<file path="src/rtl/tv80_dbg_pkg.sv">
// Shared definitions for the TV80 debug/save-state blocks: dump FSM states
// and the default register-file dump geometry.
package tv80_dbg_pkg;

  localparam int NUM_PAIRS_DEF = 8;
  localparam int DUMP_LEN      = 2 * NUM_PAIRS_DEF + 1;

  typedef enum logic [2:0] {
    IDLE,
    LATCH,
    SEND_H,
    SEND_L,
    SEND_SUM
  } dump_state_e;

endpackage

</file>
<file path="src/rtl/tv80_reg_dump_if.sv">
// Byte-stream channel from the dump sequencer to the debug/save-state sink.
interface tv80_reg_dump_if;

  logic [7:0] out_data;
  logic       out_valid;
  logic       out_ready;
  logic       out_last;

  modport master (
    output out_data,
    output out_valid,
    output out_last,
    input  out_ready
  );

  modport slave (
    input  out_data,
    input  out_valid,
    input  out_last,
    output out_ready
  );

endinterface

</file>
<file path="src/rtl/tv80_dbg_csum.sv">
// 8-bit modulo-256 accumulator with clear and add strobe; o_neg is the
// two's-complement value that brings the running total back to zero.
module tv80_dbg_csum (
  input  logic       clk,
  input  logic       reset_n,
  input  logic       i_clr,
  input  logic       i_add,
  input  logic [7:0] i_data,
  output logic [7:0] o_neg
);

  logic [7:0] r_sum;

  always_ff @(posedge clk or negedge reset_n) begin
    if (!reset_n) begin
      r_sum <= 8'h00;
    end else if (i_clr) begin
      r_sum <= 8'h00;
    end else if (i_add) begin
      r_sum <= r_sum + i_data;
    end
  end

  assign o_neg = ~r_sum + 8'd1;

endmodule

</file>
<file path="src/rtl/tv80_reg_dump.sv">
// Register-file dump sequencer: stalls the CPU, walks every register pair over
// the C read port and streams H/L bytes followed by a checksum byte.
module tv80_reg_dump
  import tv80_dbg_pkg::*;
#(
  parameter int NUM_PAIRS = NUM_PAIRS_DEF
) (
  input  logic                         clk,
  input  logic                         reset_n,
  input  logic                         start,
  input  logic                         abort,
  output logic                         hold_req,
  output logic [$clog2(NUM_PAIRS)-1:0] reg_addr,
  input  logic [7:0]                   reg_dh,
  input  logic [7:0]                   reg_dl,
  tv80_reg_dump_if.master              strm,
  output logic                         done
);

  localparam int AW = $clog2(NUM_PAIRS);
  localparam logic [AW-1:0] LAST_ADDR = AW'(NUM_PAIRS - 1);

  dump_state_e   r_state;
  logic [AW-1:0] r_addr;
  logic [15:0]   r_snap;
  logic          r_valid;
  logic          r_last;
  logic          r_hold;
  logic          r_done;

  logic          w_hs;
  logic          w_add;
  logic          w_clr;
  logic [7:0]    w_csum;
  logic [7:0]    w_data;

  assign w_hs  = r_valid && strm.out_ready;
  assign w_add = w_hs && ((r_state == SEND_H) || (r_state == SEND_L));
  assign w_clr = (r_state == IDLE) && start;

  // The byte on the wire is a pure decode of registered state, so it is
  // inherently stable across ready-low stalls and zero outside SEND_*.
  always_comb begin
    w_data = 8'h00;
    case (r_state)
      SEND_H:   w_data = r_snap[15:8];
      SEND_L:   w_data = r_snap[7:0];
      SEND_SUM: w_data = w_csum;
      default:  w_data = 8'h00;
    endcase
  end

  tv80_dbg_csum u_csum (
    .clk     (clk),
    .reset_n (reset_n),
    .i_clr   (w_clr),
    .i_add   (w_add),
    .i_data  (w_data),
    .o_neg   (w_csum)
  );

  always_ff @(posedge clk or negedge reset_n) begin
    if (!reset_n) begin
      r_state <= IDLE;
      r_addr  <= '0;
      r_snap  <= 16'h0000;
      r_valid <= 1'b0;
      r_last  <= 1'b0;
      r_hold  <= 1'b0;
      r_done  <= 1'b0;
    end else begin
      r_done <= 1'b0;
      // Abort outranks any handshake in the same cycle; no done pulse.
      if ((r_state != IDLE) && abort) begin
        r_state <= IDLE;
        r_valid <= 1'b0;
        r_last  <= 1'b0;
        r_hold  <= 1'b0;
      end else begin
        case (r_state)
          IDLE: begin
            if (start) begin
              r_addr  <= '0;
              r_hold  <= 1'b1;
              r_state <= LATCH;
            end
          end
          LATCH: begin
            r_snap  <= {reg_dh, reg_dl};
            r_valid <= 1'b1;
            r_state <= SEND_H;
          end
          SEND_H: begin
            if (w_hs) r_state <= SEND_L;
          end
          SEND_L: begin
            if (w_hs) begin
              if (r_addr == LAST_ADDR) begin
                r_last  <= 1'b1;
                r_state <= SEND_SUM;
              end else begin
                r_addr  <= r_addr + AW'(1);
                r_valid <= 1'b0;
                r_state <= LATCH;
              end
            end
          end
          SEND_SUM: begin
            if (w_hs) begin
              r_valid <= 1'b0;
              r_last  <= 1'b0;
              r_hold  <= 1'b0;
              r_done  <= 1'b1;
              r_state <= IDLE;
            end
          end
          default: r_state <= IDLE;
        endcase
      end
    end
  end

  assign hold_req       = r_hold;
  assign reg_addr       = r_addr;
  assign done           = r_done;
  assign strm.out_data  = w_data;
  assign strm.out_valid = r_valid;
  assign strm.out_last  = r_last;

endmodule

</file>
<file path="src/flat_wrapper.sv">
// flat-port wrapper written by rule: the top's interface ports become plain ports
module tv80_reg_dump_flat import tv80_dbg_pkg::*;
#(
  parameter int NUM_PAIRS = NUM_PAIRS_DEF
)
  (clk, reset_n, start, abort, hold_req, reg_addr, reg_dh, reg_dl, done, strm_out_data, strm_out_valid, strm_out_last, strm_out_ready);
  tv80_reg_dump_if strm_i ();
  input  logic clk;
  input  logic reset_n;
  input  logic start;
  input  logic abort;
  output logic hold_req;
  output logic [$clog2(NUM_PAIRS)-1:0] reg_addr;
  input  logic [7:0] reg_dh;
  input  logic [7:0] reg_dl;
  output logic done;
  output wire logic [$bits(strm_i.out_data)-1:0] strm_out_data;
  output wire logic [$bits(strm_i.out_valid)-1:0] strm_out_valid;
  output wire logic [$bits(strm_i.out_last)-1:0] strm_out_last;
  input wire logic [$bits(strm_i.out_ready)-1:0] strm_out_ready;
  assign strm_out_data = strm_i.out_data;
  assign strm_out_valid = strm_i.out_valid;
  assign strm_out_last = strm_i.out_last;
  assign strm_i.out_ready = strm_out_ready;
  tv80_reg_dump #(.NUM_PAIRS(NUM_PAIRS)) u_core (.clk(clk), .reset_n(reset_n), .start(start), .abort(abort), .hold_req(hold_req), .reg_addr(reg_addr), .reg_dh(reg_dh), .reg_dl(reg_dl), .strm(strm_i), .done(done));
endmodule
</file>
<file path="config.mk">
export PLATFORM = sky130hd
export DESIGN_NAME = tv80_reg_dump_flat
export DESIGN_NICKNAME = d
export VERILOG_FILES = /design/src/rtl/tv80_dbg_pkg.sv /design/src/rtl/tv80_reg_dump_if.sv /design/src/rtl/tv80_dbg_csum.sv /design/src/rtl/tv80_reg_dump.sv /design/src/flat_wrapper.sv
export SDC_FILE = /design/constraint.sdc
export NUM_CORES = 1
export LEC_CHECK = 0
export ABC_AREA = 1
export BUFFER_PORTS_ARGS = -buffer_cell sky130_fd_sc_hd__buf_2
export CAP_MARGIN = 20
export CORE_ASPECT_RATIO = 0.5
export CORE_MARGIN = 4
export CORE_UTILIZATION = 50
export DETAILED_ROUTE_END_ITERATION = 8
export PLACE_DENSITY = 0.84
export SLEW_MARGIN = 15
export SYNTH_ARGS = -nofsm -noshare
export SYNTH_HDL_FRONTEND = slang
export SYNTH_SLANG_ARGS = --single-unit
</file>
<file path="constraint.sdc">
create_clock -name clk -period 2.15 [get_ports clk]
set_input_delay 0.3225 -clock clk [delete_from_list [all_inputs] [get_ports clk]]
set_output_delay 0.3225 -clock clk [all_outputs]
set_load 0.1 [all_outputs]
</file>
==> load_flow_metrics.sql, run 1 <==
INSERT INTO impl_metrics (metric_group, metric, value, unit) VALUES
('die', 'pin_count', '36', ''),
('die', 'die_height', '53.5', 'um'),
('yosys', 'ys_ff_latch', '34', ''),
('sta', 'rsz0062_at_grt', 'true', ''),
('layout', 'nFillCells', '188', ''),
('placed_design', 'placedCellCount', '365', ''),
('placed_design', 'final_hpwl_dp', '4550', 'um'),
('die', 'die-area', '0.00530', 'mm^2'),
('sta', 'report.final.hold_viol_count', '0', ''),
('status', 'run_status', 'finished, violations left', ''),
('hold_path', 'worstHoldEndpoint', 'u_core.done', ''),
('yosys', 'yosys.area.top_type', 'sky130_fd_sc_hd__dfrtp_1', ''),
('sta', 'final_max_slew_viol_count', '0', ''),
('yosys', 'synth-xor-area-share', '0.845', '%'),
('route', 'vias', '2508', ''),
('clock_network', 'ctsLongestPathBuffers', '2', ''),
('hold_path', 'min_from', 'abort', ''),
('yosys', 'post_synth_and_or_nand_nor_area_fraction', '22.7', '%'),
('hold_path', 'worstHoldPathType', 'input port to flop', ''),
('die', 'placement_rows', '16', ''),
('worst_setup_path', 'timing.rr.start', 'u_core.r_state[1]', ''),
('route', 'route.antenna.remaining_nets', '0', ''),
('sta', 'worstMarginPinSlew', '0.625', 'ns'),
('layout', 'layout_common_cells', '47 x sky130_fd_sc_hd__buf_4, 39 x sky130_fd_sc_hd__nand2_1, 31 x sky130_fd_sc_hd__dfrtp_1', ''),
('layout', 'fin_nets', '369', ''),
('hold_path', 'hold_path_depth', '2', ''),
('yosys', 'synth_area_leaders', 'sky130_fd_sc_hd__dfrtp_1 41%, sky130_fd_sc_hd__nand2_1 9.6%, sky130_fd_sc_hd__ha_1 6.0%', ''),
('clock_network', 'clk-insertion-delay-late', '0.30', 'ns'),
('global_routing', 'antenna_violations_before_repair', '1', ''),
('sta', 'relSlewSlack', '58.1', '%'),
('layout', 'ratio_of_cells_with_drive_above_1_in_the_final_layout', '55.8', '%'),
('clock_network', 'cts_buffers', '5', ''),
('placed_design', 'dpl_worst_slack', '-0.128', 'ns'),
('placed_design', 'port-buffer-count', '35', ''),
('flow_run', 'max-cap-violations', '0', ''),
('clock_network', 'clock_tree_from_tritoncts', 'built', ''),
('layout', 'total_inserted_antenna_cells', '0', ''),
('yosys', 'postSynthAreaPerCell', '8.63', 'um^2'),
('worst_setup_path', 'endpoint_class_of_the_critical_path', 'flop', ''),
('yosys', 'syn-num-nets', '272', ''),
('placed_design', 'gp_congestion', '0.888', ''),
('worst_setup_path', 'timing.critical_path.arrival', '2.62', 'ns'),
('layout', 'post_layout_nonfiller_instances', '391', ''),
('yosys', 'synth_top_family_by_area', 'simple AND/OR/NAND/NOR gates', ''),
('global_routing', 'first_global_vias', '2355', ''),
('route', 'drt_iter0_drc', '298', ''),
('clock_network', 'cts_root_buffer', 'sky130_fd_sc_hd__clkbuf_8', ''),
('status', 'violations_in_the_final_reports', 'negative setup slack', ''),
('worst_setup_path', 'r2r_slack', '-0.25', 'ns'),
('sta', 'min_period_over_period', '112', '%'),
('worst_setup_path', 'worst-setup-path-type', 'flop to flop', ''),
('sta', 'final_period_minus_worst_setup_slack', '2.40', 'ns'),
('route', 'avgViaCountPerCell', '6.41', ''),
('die', 'chipWidth', '99.0', 'um'),
('worst_setup_path', 'worstPathRequired', '2.37', 'ns'),
('die', 'coreArea', '0.00394', 'mm^2'),
('sta', 'setup_viol', '11', ''),
('yosys', 'yosys-mux-area-fraction', '9.42', '%'),
('worst_setup_path', 'worst-path-max-fanout', '4', ''),
('clock_network', 'clk_transition_reported_paths', '0.07', 'ns'),
('route', 'route.detailed.wl_per_inst', '22.7', 'um'),
('sta', 'maxClockFrequency', '417', 'MHz'),
('route', 'drt_wl_total', '8900', 'um'),
('global_routing', 'pin_count_of_the_biggest_net_entering_global_routing', '19', ''),
('clock_network', 'clock_tree.htree_level_count', '2', ''),
('global_routing', 'grt_pass1_wl', '11700', 'um'),
('yosys', 'synth_sequential_area_ratio', '41.1', '%'),
('yosys', 'yosysWarningCount', '0', ''),
('clock_network', 'clock_sinks', '34', ''),
('yosys', 'synthesis.instances', '240', ''),
('sta', 'final.setup.worst_slack', '-0.248', 'ns');
-- stage by stage --
stage	util (%)	instance area, um^2	TNS (ns)	hold WS [ns]
6_report	82.1	3240	-1.18	0.230
5_1_grt	82.1	3240	-1.92	0.216
3_3_place_gp	69.2	2730	0	0.284
4_1_cts	75.9	2990	-0.00551	0.215
2_1_floorplan	-	2100	-8.35	0.0269
3_5_place_dp	69.2	2730	-0.438	0.291
-- Yosys cell counts --
cell type / count
sky130_fd_sc_hd__o22ai_1: 4
sky130_fd_sc_hd__a31oi_2: 1
sky130_fd_sc_hd__or2_1: 1
sky130_fd_sc_hd__fa_1: 1
sky130_fd_sc_hd__mux2_2: 8
sky130_fd_sc_hd__o21ai_2: 1
sky130_fd_sc_hd__inv_1: 25
sky130_fd_sc_hd__nor2_1: 13
sky130_fd_sc_hd__a21oi_2: 1
sky130_fd_sc_hd__o21ai_1: 8
sky130_fd_sc_hd__a22oi_1: 4
sky130_fd_sc_hd__ha_1: 10
sky130_fd_sc_hd__o21bai_1: 1
sky130_fd_sc_hd__xnor2_1: 2
sky130_fd_sc_hd__nand3_2: 1
sky130_fd_sc_hd__o21a_1: 1
sky130_fd_sc_hd__a21oi_1: 9
sky130_fd_sc_hd__mux2_4: 7
sky130_fd_sc_hd__nand3_1: 22
sky130_fd_sc_hd__buf_6: 2
sky130_fd_sc_hd__nor3_2: 3
sky130_fd_sc_hd__nor2_2: 2
sky130_fd_sc_hd__a211oi_2: 1
sky130_fd_sc_hd__o211ai_1: 3
sky130_fd_sc_hd__dfrtp_1: 34
sky130_fd_sc_hd__nor3_1: 2
sky130_fd_sc_hd__inv_2: 7
sky130_fd_sc_hd__o21ai_0: 6
sky130_fd_sc_hd__nand2_2: 6
sky130_fd_sc_hd__or2_2: 1
sky130_fd_sc_hd__nand2_1: 53
-- metal layers --
layer  GRT usage, %  up-vias  share of wire [%]
met5              0        -                  0
met4           16.8        0                8.7
met3           8.95       98                 11
met2           52.2      259                 45
met1           31.6     1157                 36
li1               -      994                  -
-- flip-flops by register name, indices dropped and copies added (netlist names) --
register	cells
u_core.done	1
u_core.hold_req	1
u_core.r_snap	16
u_core.r_state	3
u_core.reg_addr	3
u_core.strm.out_last	1
u_core.strm.out_valid	1
u_core.u_csum.r_sum	8
-- area by class of cell --
cell class | count | area, um^2 | area share [%]
sequential | 34 | 855 | 26.4
clock buffer | 7 | 86.3 | 2.67
multi-input combinational | 172 | 1340 | 41.5
timing repair buffer | 92 | 759 | 23.5
inverter | 32 | 125 | 3.87
tap | 54 | 67.6 | 2.09
-- worst max-delay path, stage by stage, from the launching register on --
cell and delay (ns):
sky130_fd_sc_hd__dfrtp_2 0.45, sky130_fd_sc_hd__buf_6 0.14, sky130_fd_sc_hd__nor2_4 0.11, sky130_fd_sc_hd__nand2_4 0.09, sky130_fd_sc_hd__a21oi_2 0.16, sky130_fd_sc_hd__o21ai_2 0.10
sky130_fd_sc_hd__nand2_2 0.11, sky130_fd_sc_hd__ha_4 0.23, sky130_fd_sc_hd__buf_4 0.16, sky130_fd_sc_hd__nand2_1 0.09, sky130_fd_sc_hd__inv_1 0.09, sky130_fd_sc_hd__a21oi_2 0.18
sky130_fd_sc_hd__o21ai_1 0.09, sky130_fd_sc_hd__a21oi_1 0.20, sky130_fd_sc_hd__o21bai_1 0.13
-- worst max path at each step --
stage,from,end,cells after the start
global route,u_core.r_state[0],u_core.u_csum.r_sum[6],16
finish,u_core.r_state[1],u_core.u_csum.r_sum[5],14
detailed placement,u_core.r_state[1],u_core.u_csum.r_sum[6],15
global placement,u_core.u_csum.r_sum[0],u_core.u_csum.r_sum[5],12
CTS,u_core.r_state[1],u_core.u_csum.r_sum[6],15
floorplan,u_core.r_state[1],u_core.u_csum.r_sum[6],12
-- kinds of logic (layout without fill, tap and decap cells) --
group,Yosys count,in the layout
simple gates,104,104
xor+xnor,2,2
flops,34,34
fa+ha+maj,11,11
buf+inv,34,131
compound gates,40,40
mux,15,15
-- repair_timing --
item / 4_1_cts / 5_1_grt
pin swaps: 11 / 16
hold endpoints to repair: 16 / 0
gates resized for setup: 29 / 39
hold buffers: 1 / 0
setup buffers: 5 / 13
endpoints found under the setup margin: 5 / 11
gates cloned: 0 / 0
Power of run 1 is not shown: default switching activity piles up to over one toggle a cycle in this logic, so the estimate is an artifact.
==> inputs of run 2 (changes only) <==
--- a/config.mk
+++ b/config.mk
@@ -9,10 +9,11 @@
 export BUFFER_PORTS_ARGS = -buffer_cell sky130_fd_sc_hd__buf_2
 export CAP_MARGIN = 20
 export CORE_ASPECT_RATIO = 0.5
-export CORE_MARGIN = 4
+export CORE_MARGIN = 2
 export CORE_UTILIZATION = 50
 export DETAILED_ROUTE_END_ITERATION = 8
 export PLACE_DENSITY = 0.84
+export SKIP_CTS_REPAIR_TIMING = 1
 export SLEW_MARGIN = 15
 export SYNTH_ARGS = -nofsm -noshare
 export SYNTH_HDL_FRONTEND = slang
==> load_flow_metrics.sql, run 2 (same netlist as run 1, synthesis figures left out) <==
INSERT INTO impl_metrics (metric_group, metric, value, unit) VALUES
('sta', 'report.final.hold_viol_count', '0', ''),
('clock_network', 'clock_tree_from_tritoncts', 'built', ''),
('worst_setup_path', 'worstPathRequired', '2.33', 'ns'),
('placed_design', 'gp_congestion', '0.961', ''),
('die', 'coreArea', '0.00394', 'mm^2'),
('global_routing', 'grt_use_total', '24.5', '%'),
('route', 'drt_pass1_iterations', '8', ''),
('placed_design', 'port-buffer-count', '35', ''),
('clock_network', 'clk_transition_reported_paths', '0.08', 'ns'),
('placed_design', 'final_hpwl_dp', '4030', 'um'),
('sta', 'worstMarginPinSlew', '0.783', 'ns'),
('worst_setup_path', 'slowest_stage', 'sky130_fd_sc_hd__dfrtp_1', ''),
('layout', 'most_common_library_cell_in_the_layout_ignoring_fill_and_taps', 'sky130_fd_sc_hd__nand2_1', ''),
('die', 'chipWidth', '95.0', 'um'),
('die', 'die_height', '49.5', 'um'),
('clock_network', 'ctsLongestPathBuffers', '2', ''),
('layout', 'post-route-cell-area', '0.00305', 'mm^2'),
('die', 'pin_count', '36', ''),
('flow_run', 'max-cap-violations', '0', ''),
('sta', 'final.setup.worst_slack', '-0.315', 'ns'),
('status', 'violations_in_the_final_reports', 'negative setup slack', ''),
('worst_setup_path', 'timing.critical_path.arrival', '2.64', 'ns'),
('placed_design', 'placement.cell_area', '0.00267', 'mm^2'),
('die', 'die-area', '0.00471', 'mm^2'),
('global_routing', 'gr-total-overflow', '0', ''),
('global_routing', 'antenna_violations_before_repair', '0', ''),
('die', 'floorplan.initialDensity', '52.5', '%'),
('clock_network', 'clk-insertion-delay-late', '0.29', 'ns'),
('worst_setup_path', 'timing.critical_path.mode_cell', 'sky130_fd_sc_hd__nand2_2', ''),
('global_routing', 'pin_count_of_the_biggest_net_entering_global_routing', '35', ''),
('clock_network', 'clock_tree.htree_level_count', '2', ''),
('sta', 'rsz0062_at_grt', 'true', ''),
('sta', 'maxClockFrequency', '406', 'MHz'),
('global_routing', 'first_global_vias', '2009', ''),
('status', 'run_status', 'finished, violations left', ''),
('layout', 'top_register', 'u_core.r_snap', ''),
('worst_setup_path', 'endpoint_class_of_the_critical_path', 'flop', ''),
('sta', 'final_period_minus_worst_setup_slack', '2.47', 'ns'),
('layout', 'fin_nets', '354', ''),
('worst_setup_path', 'critical_path.startpoint_type', 'flop', ''),
('clock_network', 'clock_sinks', '34', ''),
('layout', 'ratio_of_cells_with_drive_above_1_in_the_final_layout', '52.9', '%'),
('route', 'route.antenna.remaining_nets', '0', ''),
('die', 'placement_rows', '16', ''),
('layout', 'largest_register_ff_count', '16', ''),
('route', 'vias', '2269', ''),
('worst_setup_path', 'crit_path_max_incr_delay', '0.49', 'ns'),
('sta', 'total_negative_slack', '-1.51', 'ns'),
('sta', 'relSlewSlack', '47.8', '%'),
('sta', 'min_period_over_period', '115', '%'),
('layout', 'layout-area-overhead-vs-synth', '47.2', '%'),
('sta', 'setup_viol', '9', ''),
('sta', 'finalClockSkew', '0.0156', 'ns'),
('worst_setup_path', 'worstPathCellList', 'nor2_4 > nand2_2 > a21oi_1 > o21ai_0 > nand2_1 > ha_4 > a21oi_2 > nand2_2 > nand2_2 > buf_4 > nand2_1 > o22ai_1', ''),
('global_routing', 'grt_pass1_wl', '8850', 'um'),
('layout', 'top_regs', 'u_core.r_snap: 16 flops, u_core.u_csum.r_sum: 8 flops', ''),
('layout', 'total_inserted_antenna_cells', '0', ''),
('sta', 'final_max_slew_viol_count', '0', ''),
('hold_path', 'worstHoldPathType', 'input port to asynchronous set/reset pin', ''),
('route', 'avgViaCountPerCell', '6.02', ''),
('layout', 'layout_common_cells', '42 x sky130_fd_sc_hd__nand2_1, 40 x sky130_fd_sc_hd__buf_4, 31 x sky130_fd_sc_hd__dfrtp_1', ''),
('route', 'route.detailed.wl_per_inst', '19.4', 'um'),
('route', 'drt_wl_total', '7300', 'um'),
('worst_setup_path', 'worst-setup-path-type', 'flop to flop', ''),
('worst_setup_path', 'timing.rr.start', 'u_core.u_csum.r_sum[2]', ''),
('worst_setup_path', 'crit_path_start', 'u_core.u_csum.r_sum[2]', ''),
('clock_network', 'cts_buffers', '5', ''),
('route', 'route.detailed.drc', '0', ''),
('clock_network', 'cts_root_buffer', 'sky130_fd_sc_hd__clkbuf_8', ''),
('worst_setup_path', 'worst-path-max-fanout', '4', ''),
('route', 'drt_iter0_drc', '229', '');
run 2: per-stage QoR:
stage / hold slack, ns / utilization (%) / std cells / setup slack (ns)
global placement: 0.427 / 67.6 / 357 / -0.0288
detailed placement: 0.432 / 67.6 / 357 / -0.106
global route: 0.179 / 77.3 / 377 / -0.425
floorplan: 0.0269 / - / 240 / -1.22
CTS: 0.136 / 70.0 / 365 / -0.173
finish: 0.107 / 77.3 / 377 / -0.315
run 2: final timing paths:
kind	slack [ns]	end	cells past startpoint
hold reg to reg	0.50	u_core.strm.out_last	1
setup / recovery	-0.32	u_core.u_csum.r_sum[4]	12
min in group clk	0.26	u_core.done	2
hold / removal	0.11	u_core.r_snap[10]	1
max in group asynchronous	1.49	u_core.r_state[2]	1
setup reg to reg	-0.32	u_core.u_csum.r_sum[4]	12
run 2: per-layer routing:
metal | global-route usage [%] | vias up | wire length [um]
li1 | - | 966 | -
met1 | 30.6 | 1064 | 2710
met2 | 41.5 | 177 | 3450
met4 | 9.90 | 0 | 452
met5 | 0 | - | 0
met3 | 5.20 | 62 | 690
run 2: cell type report:
cell class / count / area [um^2]
Sequential cell: 34 / 855
Multi-Input combinational cell: 172 / 1290
Tap cell: 54 / 67.6
Fill cell: 222 / 895
Clock buffer: 7 / 86.3
Timing Repair Buffer: 77 / 618
Clock inverter: 1 / 5.00
Inverter: 32 / 125
run 2: worst max-delay path: cells and delay by family, from the launching register on:
| kind | cells | cell delay (ns) |
|---|---|---|
| simple gates | 6 | 0.73 |
| flops | 1 | 0.49 |
| compound gates | 4 | 0.76 |
| fa+ha+maj | 1 | 0.25 |
| buf+inv | 1 | 0.11 |
Power of run 2 is left out for the same reason.
